[config.mk]
export PLATFORM = sky130hd
export DESIGN_NAME = ppu_oam_ctrl
export DESIGN_NICKNAME = d
export VERILOG_FILES = /design/src/rtl/ppu_oam_ctrl.sv
export SDC_FILE = /design/constraint.sdc
export NUM_CORES = 2
export LEC_CHECK = 0
export CAP_MARGIN = 20
export CORE_MARGIN = 8
export CORE_UTILIZATION = 65
export DETAILED_ROUTE_END_ITERATION = 7
export PLACE_DENSITY_LB_ADDON = 0.12
export REMOVE_ABC_BUFFERS = 1
export SLEW_MARGIN = 30
export SYNTH_ARGS = -nofsm -noshare
export SYNTH_HDL_FRONTEND = slang
export SYNTH_SLANG_ARGS = --single-unit
[constraint.sdc]
create_clock -name clk -period 20.8 [get_ports clk]
set_input_delay 5.2 -clock clk [delete_from_list [all_inputs] [get_ports clk]]
set_output_delay 5.2 -clock clk [all_outputs]
set_load 0.005 [all_outputs]
[src/rtl/ppu_oam_ctrl.sv]
// ppu_oam_ctrl -- sprite attribute memory (OAM) controller.
// Holds NUM_SPR x BYTES_PER_SPR bytes. After reset a sequencer clears the
// array one entry per cycle. Three clients share the array:
//   cpu_*  : pointer-based register port (auto-increment on data write)
//   dma_*  : burst write of DEPTH bytes starting at oam_ptr, valid/ready
//   ren_*  : independent renderer read port
// Ports:
//   clk, rst_n                    clock, async active-low reset
//   cpu_addr_wr/cpu_addr_in       load pointer
//   cpu_data_wr/cpu_wdata         write at pointer, then increment
//   cpu_data_rd                   read at pointer -> cpu_rdata/cpu_rvalid
//   oam_ptr                       current pointer
//   dma_start/dma_valid/dma_data  DMA request and byte stream
//   dma_ready/dma_done            accept strobe, completion pulse
//   ren_req/ren_addr              renderer read -> ren_rdata/ren_rvalid
//   busy                          clearing or DMA in progress
module ppu_oam_ctrl #(
   parameter int NUM_SPR       = 64,
   parameter int BYTES_PER_SPR = 4,
   parameter int DATA_W        = 8,
   parameter int MASK_ATTR     = 1,
   localparam int DEPTH        = NUM_SPR * BYTES_PER_SPR,
   localparam int AW           = $clog2(DEPTH)
) (
   input  logic              clk,
   input  logic              rst_n,
   input  logic              cpu_addr_wr,
   input  logic [AW-1:0]     cpu_addr_in,
   input  logic              cpu_data_wr,
   input  logic              cpu_data_rd,
   input  logic [DATA_W-1:0] cpu_wdata,
   output logic [DATA_W-1:0] cpu_rdata,
   output logic              cpu_rvalid,
   output logic [AW-1:0]     oam_ptr,
   input  logic              dma_start,
   input  logic              dma_valid,
   input  logic [DATA_W-1:0] dma_data,
   output logic              dma_ready,
   output logic              dma_done,
   input  logic              ren_req,
   input  logic [AW-1:0]     ren_addr,
   output logic [DATA_W-1:0] ren_rdata,
   output logic              ren_rvalid,
   output logic              busy
);

   typedef enum logic [1:0] {ST_CLEAR, ST_IDLE, ST_DMA} state_t;

   state_t            state, state_d;
   logic [DATA_W-1:0] mem [DEPTH];
   logic [AW-1:0]     clr_cnt;
   logic [AW:0]       dma_cnt;
   logic [AW-1:0]     ptr_d;
   logic [AW-1:0]     cpu_wa;
   logic              mem_we;
   logic [AW-1:0]     mem_waddr;
   logic [DATA_W-1:0] mem_wdata;
   logic              dma_acc;
   logic              dma_last;
   logic              cpu_rd_go;

   function automatic logic [AW-1:0] ptr_inc(input logic [AW-1:0] p);
      return (p == AW'(DEPTH - 1)) ? '0 : p + 1'b1;
   endfunction

   // Attribute byte bits [4:2] are unimplemented and read back as zero.
   function automatic logic [DATA_W-1:0] rd_mask(input logic [AW-1:0] a,
                                                 input logic [DATA_W-1:0] d);
      logic [DATA_W-1:0] r;
      r = d;
      if (MASK_ATTR != 0 && (a & AW'(BYTES_PER_SPR - 1)) == AW'(2))
         r[4:2] = '0;
      return r;
   endfunction

   assign dma_ready = (state == ST_DMA);
   assign busy      = (state != ST_IDLE);
   assign cpu_rd_go = cpu_data_rd & ~cpu_data_wr;

   always_comb begin
      state_d   = state;
      ptr_d     = oam_ptr;
      mem_we    = 1'b0;
      mem_waddr = oam_ptr;
      mem_wdata = '0;
      dma_acc   = 1'b0;
      dma_last  = 1'b0;
      cpu_wa    = cpu_addr_wr ? cpu_addr_in : oam_ptr;
      case (state)
         ST_CLEAR: begin
            mem_we    = 1'b1;
            mem_waddr = clr_cnt;
            if (clr_cnt == AW'(DEPTH - 1))
               state_d = ST_IDLE;
         end
         ST_IDLE: begin
            // A DMA start wins over a same-cycle CPU write so the burst
            // begins from a well-defined pointer.
            if (dma_start) begin
               state_d = ST_DMA;
            end else if (cpu_data_wr) begin
               mem_we    = 1'b1;
               mem_waddr = cpu_wa;
               mem_wdata = cpu_wdata;
               ptr_d     = ptr_inc(cpu_wa);
            end else if (cpu_addr_wr) begin
               ptr_d = cpu_addr_in;
            end
         end
         ST_DMA: begin
            dma_acc = dma_valid;
            if (dma_acc) begin
               mem_we    = 1'b1;
               mem_waddr = oam_ptr;
               mem_wdata = dma_data;
               ptr_d     = ptr_inc(oam_ptr);
               if (dma_cnt == (AW+1)'(DEPTH - 1)) begin
                  dma_last = 1'b1;
                  state_d  = ST_IDLE;
               end
            end
         end
         default: state_d = ST_CLEAR;
      endcase
   end

   always_ff @(posedge clk or negedge rst_n) begin
      if (!rst_n) begin
         state      <= ST_CLEAR;
         clr_cnt    <= '0;
         dma_cnt    <= '0;
         oam_ptr    <= '0;
         cpu_rdata  <= '0;
         cpu_rvalid <= 1'b0;
         ren_rdata  <= '0;
         ren_rvalid <= 1'b0;
         dma_done   <= 1'b0;
      end else begin
         state    <= state_d;
         oam_ptr  <= ptr_d;
         dma_done <= dma_last;
         if (state == ST_CLEAR)
            clr_cnt <= clr_cnt + 1'b1;
         if (state == ST_IDLE && dma_start)
            dma_cnt <= '0;
         else if (dma_acc)
            dma_cnt <= dma_cnt + 1'b1;
         cpu_rvalid <= cpu_rd_go;
         if (cpu_rd_go)
            cpu_rdata <= rd_mask(oam_ptr, mem[oam_ptr]);
         ren_rvalid <= ren_req;
         if (ren_req)
            ren_rdata <= rd_mask(ren_addr, mem[ren_addr]);
      end
   end

   // Array is not reset; the clear sequencer initialises it. Reads above use
   // the pre-edge contents, giving read-before-write on address collisions.
   always_ff @(posedge clk) begin
      if (mem_we)
         mem[mem_waddr] <= mem_wdata;
   end

endmodule

---- Yosys cells after proc, flatten, opt, wreduce, memory -nomap -nowiden ----
Memory sizes are Yosys's and may differ from the RTL's.
Cells that the tools add are included.
storage, ports and cells
  bits in registers ....................... 46
  memory bits (writable) .................. 2048
  output and inout port bits .............. 29
  word-level logic and storage cells ...... 69
  memories kept ........................... 1
memories
  memory  words  width  rd ports  clocked after memory_dff  wr ports  RTL line  text
  mem     256    8      2         0                         1         50        logic [DATA_W-1:0] mem [DEPTH];
operators by class
  add/subtract/negate cells ............... 4
  eq/ne operators ......................... 14
  mux-type cells .......................... 33
  bitwise gates (word level) .............. 2
  reduce and logical (&&, ||, !) cells .... 6
operators by type and width
  cell                                                 count
  two-way mux 8 bit                                    11
  case mux 8 bit (2 select lines)                      3
  adder 8 x 1 -> 8 bit, second input constant          3
  equality test 8 bit, second input constant           3
  two-way mux 9 bit                                    2
  adder 9 x 1 -> 9 bit, second input constant          1
  equality test 9 x 8 -> 1 bit, second input constant  1
  two-way mux 1 bit                                    9
  two-way mux 2 bit                                    4
  != test 2 bit, second input constant                 4
  equality test 2 bit, second input constant           3
  two-way mux 3 bit                                    2
  case mux 2 bit (3 select lines)                      1
  != test 2 x 1 -> 1 bit, second input constant        2
  AND reduction 4 bit                                  1
  nonzero test 2 bit                                   2
  case mux 1 bit (3 select lines)                      1
  AND reduction 3 bit                                  1
  equality test 2 x 1 -> 1 bit, second input constant  1
  logical NOT 2 bit                                    1
  bitwise AND 1 bit                                    1
  logical AND 1 bit                                    1
  inverter 1 bit                                       1

---- Depth between registers and ports, before layout ----
  depth after elaboration ................. 6
  depth in mapped cells ................... 13

---- Worst setup path before layout ----
No wires, ideal clock.
  path type ............................... input -> register
  start point ............................. input port cpu_data_wr
  end point ............................... memory mem[0][0] (data pin)
  setup time .............................. 1458 ps
  arrival ................................. 12337 ps
  data required time ...................... 19342 ps
  path slack .............................. 7005 ps
  stages on the path ...................... 7
  buffers on the path ..................... 3
  cell sequence ........................... buf_2 > nor2b_1 > buf_2 > and2_1 > buf_2 > a22oi_1 > nor2b_1
between the ends
  cells in the longest elaborated chain, start to end .. 3
RTL lines
  element                          RTL line  text
  start, declared                  29        input logic cpu_data_wr,
  two-way mux 8 bit                101       end else if (cpu_data_wr) begin
  two-way mux 8 bit                99        if (dma_start) begin
  case mux 8 bit (2 select lines)  89        case (state)
  named net mem_wdata[0]           57        logic [DATA_W-1:0] mem_wdata;
  end, declared                    50
The timed path passes the listed nets, and every way through them passes these cells.

---- Final worst setup path ----
  start point ............................. input port ren_addr[0]
  end point ............................... register ren_rdata[3]
between the ends
  cells in the longest elaborated chain, start to end .. 2
RTL lines
  element                                                                  RTL line  text
  start, declared                                                          41        input logic [AW-1:0] ren_addr,
  memory read (256 x 8 bit) / equality test 2 bit (equally long branches)  --
  two-way mux 3 bit (*)                                                    71        if (MASK_ATTR != 0 && (a & AW'(BYTES_PER_SPR - 1)) == AW'(2))
  end signal, assigned                                                     153       ren_rdata <= rd_mask(ren_addr, mem[ren_addr]);
  end, declared                                                            42        output logic [DATA_W-1:0] ren_rdata,
Mark *: on every way between the ends. The rest lies on a longest branch, timed or not.
A chain may end at the register's enable or synchronous reset.

==> metrics.sh <==
NUMBER_OF_BUFFERS_ADDED_BY_THE_CLOCK_TREE_SYNTHESIS_STEP=207
FINAL_MIN_PERIOD_OVER_CLOCK_PERIOD_PCT=45.59
FP.DIEAREA_UM2=166600
GRT_PASS1_VIAS=61055
STARTPOINT_TYPE='input port'
SETUP.WORST_PATH.END='ren_rdata[3]'
TIMING.CRITICAL_PATH.FANOUT_MAX=81
HOLDBUFCOUNTCTS=0
DETAILED_PLACER_S_ENDING_HPWL_UM=224200
CRIT_ARRIVAL_NS=10.19
FINALMAXSLEWVIOLATIONS=0
SYNTH-SEQ-AREA-SHARE_PCT=62.67
CLKLATENCYLATEPIN_NS=0.84
FIRST_ITER_VIOLATIONS=11816
CRITICAL_R2R_LAUNCH='oam_ptr[0]'
STATUS='complete, no violations'
ROUTABILITYCONGESTION=1.018
POWER.DENSITY_CELL_AREA_nW_PER_UM2=122.9
NETLIST_INSTANCES=5546
FINCLKSKEW_NS=0.03620
IO_PINS=69
SYNTHESIS.AREA_UM2=99970
ROUTE.VIAS.TOTAL=63129
SYNTH_TOP_CELL_AREA_SHARE_PCT=61.52
ROUTE.MET3.WL_UM=57420
AREA.GROWTH.SYNTH_TO_FINAL_PCT=8.926
TIMING.CRITICAL_PATH.FROM='ren_addr[0]'
FF2FF_SETUP_SLACK_NS=14.66
GRT_PASS1_WL_UM=477200
DP_SLACK_NS=10.52
SETUP.WORST_PATH.CLASS='input port to flip-flop'
PATH_CLK_SLEW_NS=0.06
GRT_ANTENNA_BEFORE_REPAIR=23
MET1_LENGTH_UM=110300
MOST_NUMEROUS_CELL_TYPES_IN_THE_SYNTHESIZED_NETLIST='edfxtp_1 (2048), mux4_2 (855), mux2i_1 (495)'
MET2_LENGTH_UM=146600
TOP_LAYER='met5'
DIE_WIDTH_UM=408.2
FINALHOLDVIOLCOUNT=0
SYNTH_AREA_LEADER_CELL='edfxtp_1'
LAYOUT_SETUP_WS_NS=11.32
SYNTHMOSTINSTANTIATEDCELL='edfxtp_1'
AVGVIACOUNTPERCELL=8.115
HOLD_CLASS='flip-flop to flip-flop'
AVGSYNTHCELLAREA_UM2=18.03
RR_WORST_DEPTH=11
LAYOUT.CELL_AREA.NON_FILLER_UM2=108900
POST-ROUTE-UTIL_PCT=71.02
FINAL.SETUP.TNS_NS=0
GRT_SETUP_UNREPAIRED='no'
CTS_BUFFER_DEPTH=3
VDD.IR_DROP.WORST_V=0.0001720
SYNTH_ENABLE_FLOP_CELLS=2048
CLKSINKCOUNT=2094
YS_ASYNC_SR_FRACTION_PCT=2.197
WORSTREG2REGEND='cpu_rdata[0]'
CTS_ROOT_BUF='clkbuf_16'
MULTI_INPUT_AREA_UM2=34610
ENDPOINT_KIND='flip-flop'
WORST-ENDPOINT-REQUIRED_NS=21.51
NUMBER_OF_BUFFER_CELLS_ADDED_ON_PRIMARY_PORTS=68
HEADROOM_TO_THE_MAX_SLEW_LIMIT_PCT=17.47
NUM-NETS-FINAL=5585
INITIAL_UTILIZATION_PCT=65.20
GRT_USE_TOTAL_PCT=40.53
NUM_ROWS=144
FINAL_WIRELENGTH_UM=342700
DRT-PASS1-ITER-COUNT=7
LARGEST_NET_DEGREE_AT_THE_START_OF_GLOBAL_ROUTING=184
FILLERS=9428
YS_DOMINANT_REG_CELL='edfxtp_1'
GRT-OVFL-TOTAL=0
YS_TYPES=88
ANTENNA_LEFT=0
YS.WARNINGS.COUNT=0
PLACED_CELL_AREA_UM2=101800
DRIVE_ABOVE_1_SHARE_PCT=25.04
FINAL_PERIOD_MINUS_WORST_SETUP_SLACK_NS=9.484
DRC=0
SYNTHTOPCELLSBYAREA='edfxtp_1 (62%), mux4_2 (19%), mux2i_1 (5.0%)'
WL_PER_CELL_UM=44.05
POSTSYNTHREGISTERBITS=2094
MINIMUM_HOLD_SLACK_NS=0.5058
WORST_SLEW_PIN_SLEW_NS=1.238
POST_CTS_RESIZE_COUNT=0
CHIPHEIGHT_UM=408.2
POST-CTS-SETUP-BUFFER-COUNT=0
TRITONCTS='yes'
CLOCK_TREE.HTREE_LEVEL_COUNT=4
STATIC-LEAKAGE-POWER_nW=35.54
MAX_CAP_VIOL_COUNT=0
SETUP-VIOLATIONS-FINAL=0
FP.COREAREA_UM2=153300
LAYOUT.AREA.SEQ_UM2=62670
TIMING.FMAX_GHz=0.1054
## cell families after synthesis
| family | Yosys count | synth area share (%) |
|---|---|---|
| DFF | 2094 | 62.67 |
| muxes | 1394 | 25.07 |
| and+or+nand+nor | 862 | 3.912 |
| AOI/OAI and AO/OA | 722 | 5.120 |
| buffers and inverters | 445 | 2.936 |
| xor gates and xnor gates | 19 | 0.1665 |
| adders and majority gates | 10 | 0.1252 |
## final cells by class
type	count	share of cell area [%]
Sequential cell	2094	57.55
Multi-Input combinational cell	3007	31.78
Clock buffer	252	5.084
Tap cell	2044	2.349
Clock inverter	133	1.272
Antenna cell	24	0.05515
Inverter	17	0.07009
Timing Repair Buffer	208	1.841
## worst min-delay path by stage
stage | depth (start not counted) | startpoint | to
2_1_floorplan | 1 | clr_cnt[5] | clr_cnt[5]
3_3_place_gp | 1 | clr_cnt[2] | clr_cnt[2]
3_5_place_dp | 1 | clr_cnt[2] | clr_cnt[2]
4_1_cts | 1 | clr_cnt[2] | clr_cnt[2]
5_1_grt | 1 | clr_cnt[2] | clr_cnt[2]
6_report | 1 | clr_cnt[2] | clr_cnt[2]
## power breakdown
group          internal (W)  total (W)  switching, W
Sequential          0.00488    0.00502      0.000146
Combinational       0.00146    0.00448       0.00302
Clock               0.00222    0.00388       0.00166
## per-layer routing
metal / vias to the layer above / GRT usage [%]
met1: 31928 / 53.22
li1: 23609 / -
met2: 6269 / 57.43
met4: 18 / 24.99
met5: - / 0
met3: 1305 / 15.87
## critical path, cell delays in order
cell,delay [ns]
buf_8,0.40
buf_4,0.86
buf_12,0.52
buf_12,0.35
buf_16,0.45
mux4_2,0.60
o22ai_1,0.30
nor3_1,0.23
nor4_1,0.21
o221ai_1,0.29
nand4_1,0.24
o2bb2ai_1,0.09
## state kept, by name, summed over array words and instances (netlist names)
name,cells
dma_done,1
ren_rdata,8
cpu_rvalid,1
cpu_rdata,8
mem,2048
dma_cnt,9
clr_cnt,8
state,2
oam_ptr,8
ren_rvalid,1
## cells in the final DEF, fill, tap and decap left out, drive strengths merged, types with 24 or more instances in the layout
| cell | netlist | final |
|---|---|---|
| edfxtp | 2048 | 2048 |
| mux4 | 879 | 879 |
| mux2i | 495 | 495 |
| nor2 | 343 | 343 |
| clkbuf | 132 | 252 |
| nand2 | 197 | 197 |
| o221ai | 174 | 174 |
| buf | 295 | 146 |
| a21oi | 137 | 137 |
| o22ai | 134 | 134 |
| nor3 | 91 | 91 |
| clkinv | 5 | 88 |
| nand3 | 84 | 84 |
| o21ai | 68 | 68 |
| clkdlybuf4s50 | 0 | 62 |
| dfrtp | 46 | 46 |
| a211oi | 37 | 37 |
| and2 | 31 | 31 |
| bufinv | 0 | 26 |
| nor4 | 25 | 25 |
| diode | 0 | 24 |
## through the flow
stage          std cells  power [W]
2_1_floorplan       5118   0.009293
3_3_place_gp        7366   0.009294
3_5_place_dp        7366   0.009343
4_1_cts             7751    0.01313
5_1_grt             7756    0.01353
6_report            7779    0.01338
Note: power is estimated with default switching activity, not from simulation.
